[src/rtl/mem_stage.sv]
`default_nettype none
// ============================================================================
// Module      : mem_stage
// Description : Memory-access stage. Runs one load or store per instruction
//               over a single-outstanding req/ack bus and stalls upstream
//               until the access completes.
// Revision    : 1.0 - initial release
// ============================================================================
module mem_stage #(
    parameter int XLEN = 32
) (
    input  logic            i_clk,
    input  logic            i_rst,
    input  logic [XLEN-1:0] i_addr,
    input  logic [XLEN-1:0] i_wr_data,
    input  logic [31:0]     i_inst,
    input  logic            i_memread,
    input  logic            i_memwrite,
    output logic            o_bus_en,
    output logic            o_bus_we,
    output logic [XLEN-1:0] o_bus_addr,
    output logic [3:0]      o_bus_be,
    output logic [XLEN-1:0] o_bus_wdata,
    input  logic [XLEN-1:0] i_bus_rdata,
    input  logic            i_bus_ack,
    output logic [XLEN-1:0] o_rd_data,
    output logic            o_misaligned,
    output logic            o_stall
);

    localparam logic [1:0] S_IDLE = 2'd0;
    localparam logic [1:0] S_BUSY = 2'd1;
    localparam logic [1:0] S_DONE = 2'd2;

    logic [1:0]      r_state;
    logic [1:0]      w_next_state;
    logic [2:0]      r_f3;
    logic [1:0]      r_addr_lo;
    logic [2:0]      w_f3;
    logic            w_req;
    logic            w_misal;
    logic            w_start;
    logic [3:0]      w_be;
    logic [XLEN-1:0] w_wdata;
    logic [7:0]      w_byte;
    logic [15:0]     w_half;
    logic [XLEN-1:0] w_load_data;
    logic            w_unused;

    assign w_f3     = i_inst[14:12];
    assign w_req    = i_memread | i_memwrite;
    assign w_start  = (r_state == S_IDLE) && w_req && !w_misal;
    assign w_unused = ^{i_inst[31:15], i_inst[11:0]};

    // Access size is encoded in f3[1:0]; the unused size code behaves as a byte.
    always_comb begin
        w_misal = 1'b0;
        w_be    = 4'b0001 << i_addr[1:0];
        w_wdata = {(XLEN/8){i_wr_data[7:0]}};
        case (w_f3[1:0])
            2'b01: begin
                w_misal = i_addr[0];
                w_be    = 4'b0011 << i_addr[1:0];
                w_wdata = {(XLEN/16){i_wr_data[15:0]}};
            end
            2'b10: begin
                w_misal = |i_addr[1:0];
                w_be    = 4'b1111;
                w_wdata = i_wr_data;
            end
            default: ;
        endcase
    end

    assign w_byte = i_bus_rdata[{r_addr_lo, 3'b000} +: 8];
    assign w_half = i_bus_rdata[{r_addr_lo[1], 4'b0000} +: 16];

    always_comb begin
        w_load_data = {{(XLEN-8){1'b0}}, w_byte};
        case (r_f3)
            3'b000:  w_load_data = {{(XLEN-8){w_byte[7]}}, w_byte};
            3'b001:  w_load_data = {{(XLEN-16){w_half[15]}}, w_half};
            3'b101:  w_load_data = {{(XLEN-16){1'b0}}, w_half};
            3'b010:  w_load_data = i_bus_rdata;
            default: ;
        endcase
    end

    always_ff @(posedge i_clk or negedge i_rst) begin
        if (!i_rst) r_state <= S_IDLE;
        else        r_state <= w_next_state;
    end

    always_comb begin
        w_next_state = r_state;
        case (r_state)
            S_IDLE:  if (w_start) w_next_state = S_BUSY;
            S_BUSY:  if (i_bus_ack) w_next_state = S_DONE;
            S_DONE:  w_next_state = S_IDLE;
            default: w_next_state = S_IDLE;
        endcase
    end

    // DONE releases the stall for exactly one cycle so upstream advances once.
    always_comb begin
        o_stall      = 1'b0;
        o_misaligned = 1'b0;
        case (r_state)
            S_IDLE: begin
                o_misaligned = w_req & w_misal;
                o_stall      = w_req & ~w_misal;
            end
            S_BUSY:  o_stall = 1'b1;
            default: ;
        endcase
    end

    always_ff @(posedge i_clk or negedge i_rst) begin
        if (!i_rst) begin
            o_bus_en    <= 1'b0;
            o_bus_we    <= 1'b0;
            o_bus_addr  <= '0;
            o_bus_be    <= 4'b0000;
            o_bus_wdata <= '0;
            o_rd_data   <= '0;
            r_f3        <= 3'b000;
            r_addr_lo   <= 2'b00;
        end else begin
            case (r_state)
                S_IDLE: begin
                    if (w_start) begin
                        o_bus_en    <= 1'b1;
                        o_bus_we    <= i_memwrite;
                        o_bus_addr  <= {i_addr[XLEN-1:2], 2'b00};
                        o_bus_be    <= w_be;
                        o_bus_wdata <= w_wdata;
                        r_f3        <= w_f3;
                        r_addr_lo   <= i_addr[1:0];
                    end
                end
                S_BUSY: begin
                    if (i_bus_ack) begin
                        o_bus_en <= 1'b0;
                        if (!o_bus_we) o_rd_data <= w_load_data;
                    end
                end
                default: ;
            endcase
        end
    end

endmodule
`default_nettype wire

[config.mk]
export PLATFORM = sky130hd
export DESIGN_NAME = mem_stage
export DESIGN_NICKNAME = d
export VERILOG_FILES = /design/src/rtl/mem_stage.sv
export SDC_FILE = /design/constraint.sdc
export NUM_CORES = 1
export LEC_CHECK = 0
export ABC_AREA = 1
export CORE_MARGIN = 2
export CORE_UTILIZATION = 46
export CTS_BUF_LIST = sky130_fd_sc_hd__clkbuf_4 sky130_fd_sc_hd__clkbuf_8 sky130_fd_sc_hd__clkbuf_16
export CTS_CLUSTER_SIZE = 14
export DETAILED_ROUTE_END_ITERATION = 6
export PLACE_DENSITY = 0.95
export SLEW_MARGIN = 20
export SYNTH_ARGS = -nofsm -noshare
export SYNTH_HDL_FRONTEND = slang
export SYNTH_SLANG_ARGS = --single-unit
[constraint.sdc]
create_clock -name i_clk -period 3.65 [get_ports i_clk]
set_input_delay 0.73 -clock i_clk [delete_from_list [all_inputs] [get_ports i_clk]]
set_output_delay 0.73 -clock i_clk [all_outputs]
set_load 0.01 [all_outputs]
======== After elaboration in Yosys (flattened, before gate mapping) ========
Index checks and enable logic that the tools add are counted.
W data, S select, Z words.
operators by class
  shifts and indexed selects .............. 4
  muxes and demuxes ....................... 12
  equality and inequality tests ........... 8
  reductions and logical operators ........ 11
  bitwise operators ....................... 5
operator list
  operator               number
  $pmux W32 S4           1
  $pmux W32 S2           1
  $shiftx A32 B6 Y16     1
  $shiftx A32 B6 Y8      1
  $pmux W4 S2            1
  $pmux W1 S2            3
  $reduce_and A3 Y1      2
  $eq A2 B1 Y1 const B   2
  $mux W2                2
  $ne A2 B2 Y1 const B   2
  $pmux W2 S2            1
  $reduce_and A2 Y1      2
  $shl A1 B2 Y4 const A  1
  $shl A2 B2 Y4 const A  1
  $eq A3 B1 Y1 const B   1
  $eq A3 B2 Y1 const B   1
  $eq A3 B3 Y1 const B   1
  $logic_not A3 Y1       1
  $mux W1                3
  $and A1 B1 Y1          2
  $eq A2 B2 Y1 const B   1
  $logic_and A1 B1 Y1    2
  $logic_not A2 Y1       1
  $not A1 Y1             2
  4 further kinds        4
word-level totals
  input port bits ......................... 133
  output and inout bits ................... 104
  bits in registers ....................... 107
  word-level logic and storage cells ...... 49

======== Longest topological paths before layout ========
  depth after elaboration ................. 6
  mapped depth ............................ 10

======== Worst setup path before layout ========
Ideal clock, no wire load.
  path type ............................... input to output
  from .................................... input i_inst[12]
  to ...................................... output o_stall
  slack ................................... 1039 ps
  buffers on the path ..................... 3
  required time ........................... 2920 ps
  arrival time ............................ 1881 ps
  stages on the path ...................... 9
  cell sequence ........................... inv_1 -> ha_1 -> buf_4 -> inv_2 -> o211ai_2 -> nand2_2 -> buf_6 -> buf_6 -> nand2_1
between the ends
  cells in the longest elaborated chain, start to end .. 5
  elaborated cells on any way between the ends .. 6
RTL lines
  item                                          RTL line  source
  start: declaration                            16        input logic [31:0] i_inst,
  $eq A2 B2 Y1 or $eq A2 B1 Y1 (tied branches)  60        case (w_f3[1:0])
  $pmux W1 S2 *                                 60
  $not A1 Y1 *                                  111       o_stall = w_req & ~w_misal;
  $and A1 B1 Y1 *                               111
  $pmux W1 S2 *                                 108       case (r_state)
  end: declaration                              28        output logic o_stall
Every way passes the cells marked *; elsewhere a longest branch is shown, timed or not.

======== Worst setup path in the final report ========
  from .................................... input i_inst[12]
  to ...................................... output o_misaligned
between the ends
  cells in the longest elaborated chain, start to end .. 4
  elaborated cells on any way between the ends .. 5
RTL lines
  item                                          RTL line  source
  $eq A2 B2 Y1 or $eq A2 B1 Y1 (tied branches)  60
  $pmux W1 S2 *                                 60
  $and A1 B1 Y1 *                               110       o_misaligned = w_req & w_misal;
  $mux W1 *                                     108
  end: declaration                              27        output logic o_misaligned,
Marks and branches as above.

==> results.py <==
metrics = {
    "clock_tree": {
        "cts_resized": 0,
        "cts_made_buffers": 9,
        "insertion_delay_ns": 0.34,
        "cts_tree": "done",
        "post-cts-setup-buffer-count": 0,
        "clkSinkCount": 107,
        "cts_hold_buffers": 0,
        "clockRootBuffer": "clkbuf_16",
        "cts.clk_slew.worst_paths_ns": 0.07,
        "cts_buffer_depth": 2,
        "ctsHtreeMaxLevel": 3,
    },
    "detailed_routing": {
        "avgViaCountPerCell": 5.24,
        "drc": 0,
        "wl_per_cell_um": 15.4,
        "ant_nets": 0,
        "drtIter0Drc": 493,
        "dr.pass1.iters": 5,
        "wl_um": 15800,
        "vias": 5382,
    },
    "placement": {
        "gp_congestion": 0.889,
        "port_buffers": 205,
        "pre_cts_ws_ns": 0.214,
        "place_hpwl_um": 11400,
    },
    "sta": {
        "fin_crit_sh": 0.945,
        "slew_headroom": 0.334,
        "rsz0062_at_grt": "no",
        "fmax_ghz": 0.290,
        "fin_setup_tns_ns": 0,
        "slew_viol_final": 0,
        "setup_viol": 0,
        "period_minus_slack_ns": 3.45,
        "fin_skew_ns": 0.00508,
        "hold_viol": 0,
        "worst_pin_slew_ns": 0.999,
        "setup_slack_ns": 0.199,
    },
    "synth": {
        "syn_area_per_cell_um2": 7.64,
        "yosysSeqAreaShare": 0.503,
        "ys_ff_latch": 107,
        "synth_warnings": 0,
        "synthDistinctLibCells": 24,
        "syn_area_mm2": 0.00533,
        "synthCells": 697,
    },
    "die": {
        "initial_core_util": 0.468,
        "fp-row-count": 39,
        "top_level_ports": 237,
        "die-area_mm2": 0.0125,
        "core_mm2": 0.0114,
        "die_h_um": 112,
        "die_w_um": 112,
    },
    "critical_path": {
        "worst_setup_path_start_kind": "input port",
        "crit_path_max_fanout": 11,
        "end_kind": "output port",
        "criticalPathCategory": "in2out",
        "cp.required_ns": 2.92,
        "arrival_ns": 2.72,
    },
    "pwr": {
        "ir_worst_vdd_uv": 449,
        "power.density_mw_per_mm2": 780,
        "p_total_w": 0.00600,
        "leakage_nw": 3.80,
    },
    "global_route": {
        "grt_pass1_wl_um": 25900,
        "grt_max_degree": 117,
        "gr-total-overflow": 0,
        "grt_usage": 0.258,
        "antenna_found_initial": 0,
        "grt_pass1_vias": 5188,
    },
    "cells_and_area": {
        "nNetsFinal": 1015,
        "fin_util": 0.676,
        "synthToLayoutAreaGrowth_pct": 44.3,
        "drive_above_1_share": 0.0486,
        "antenna_cells": 0,
        "most-common-layout-cells": "nand2_1, clkdlybuf4s50_1, dfrtp_1",
        "final_common_cell": "nand2_1",
    },
    "status": {
        "run_status": "finished clean",
    },
    "worst_hold_path": {
        "hold_path.class": "in2async",
    },
    "job": {
        "cap_violations": 0,
    },
}
[sequential cells by signal, indices dropped and copies added, names as in the netlist]
name,flops
o_bus_addr,30
o_rd_data,32
r_addr_lo,2
r_state,2
o_bus_we,1
o_bus_en,1
r_f3,3
o_bus_be,4
o_bus_wdata,32
[worst paths after layout]
kind	start	endpoint	slack, ns	cells past startpoint
max in group asynchronous	i_rst	r_state[0]	2.48	2
max	i_inst[12]	o_misaligned	0.20	7
min in group i_clk	o_bus_addr[25]	o_bus_addr[25]	0.47	2
max reg2reg	r_addr_lo[1]	o_rd_data[14]	1.56	8
min reg2reg	o_bus_addr[25]	o_bus_addr[25]	0.47	2
min	i_rst	o_bus_wdata[7]	0.44	1
[cell families after synthesis]
kind of cell / synth area share
AOI/OAI and AO/OA: 0.0954
other: 0.000704
and+or+nand+nor: 0.310
buffers and inverters: 0.0869
adders and majority gates: 0.00470
DFF: 0.503
[Yosys cell counts]
cell type	instances	area [um^2]
a21oi_1	11	55.1
nand3b_1	7	52.6
nor2_1	13	48.8
o211ai_2	1	12.5
inv_1	49	184
clkbuf_2	1	5.00
buf_6	8	90.1
nor2_2	1	6.26
nand3_1	83	415
conb_1	1	3.75
buf_4	5	37.5
or2_2	7	43.8
clkbuf_1	14	52.6
a211oi_1	1	7.51
o21ai_0	63	315
nand4_2	1	12.5
dfrtp_1	107	2680
o21ai_1	1	5.00
nand2_1	280	1050
ha_1	2	25.0
inv_2	5	18.8
a31oi_1	18	113
buf_2	15	75.1
nand2_2	3	18.8
[power breakdown]
part | switching, W | leakage (nW) | internal (W)
clock network | 0.000421 | 0.153 | 0.000581
logic | 0.00148 | 2.31 | 0.00142
registers | 0.000361 | 1.34 | 0.00173
[final cells by class]
type,instances,area (um^2)
fill,907,3680
sequential,107,2680
multi-input combinational,494,2190
timing repair buffer,214,2130
clock buffer,13,268
inverter,54,203
tap,143,179
clock inverter,2,35.0
[worst max-delay path: stages]
cell and delay, ns:
clkdlybuf4s50_1 0.48, inv_1 0.06, ha_1 0.32, inv_2 0.07, o211ai_2 0.26, nor2_1 0.22
clkdlybuf4s50_1 0.57
[per-stage QoR]
stage / hold WS, ns / instance area, um^2 / cells
finish: 0.436 / 7690 / 1027
global placement: 0.454 / 7380 / 1012
CTS: 0.468 / 7690 / 1027
global route: 0.486 / 7690 / 1027
floorplan: 0.434 / 5330 / 698
detailed placement: 0.459 / 7380 / 1012
[metal layers]
layer | up-vias | wire length (um) | global-route usage
li1 | 2592 | - | -
met3 | 46 | 1360 | 0.0751
met4 | 0 | 530 | 0.105
met2 | 262 | 7300 | 0.409
met1 | 2482 | 6660 | 0.335
met5 | - | 0 | 0
Power figures use the tool's default switching activity.
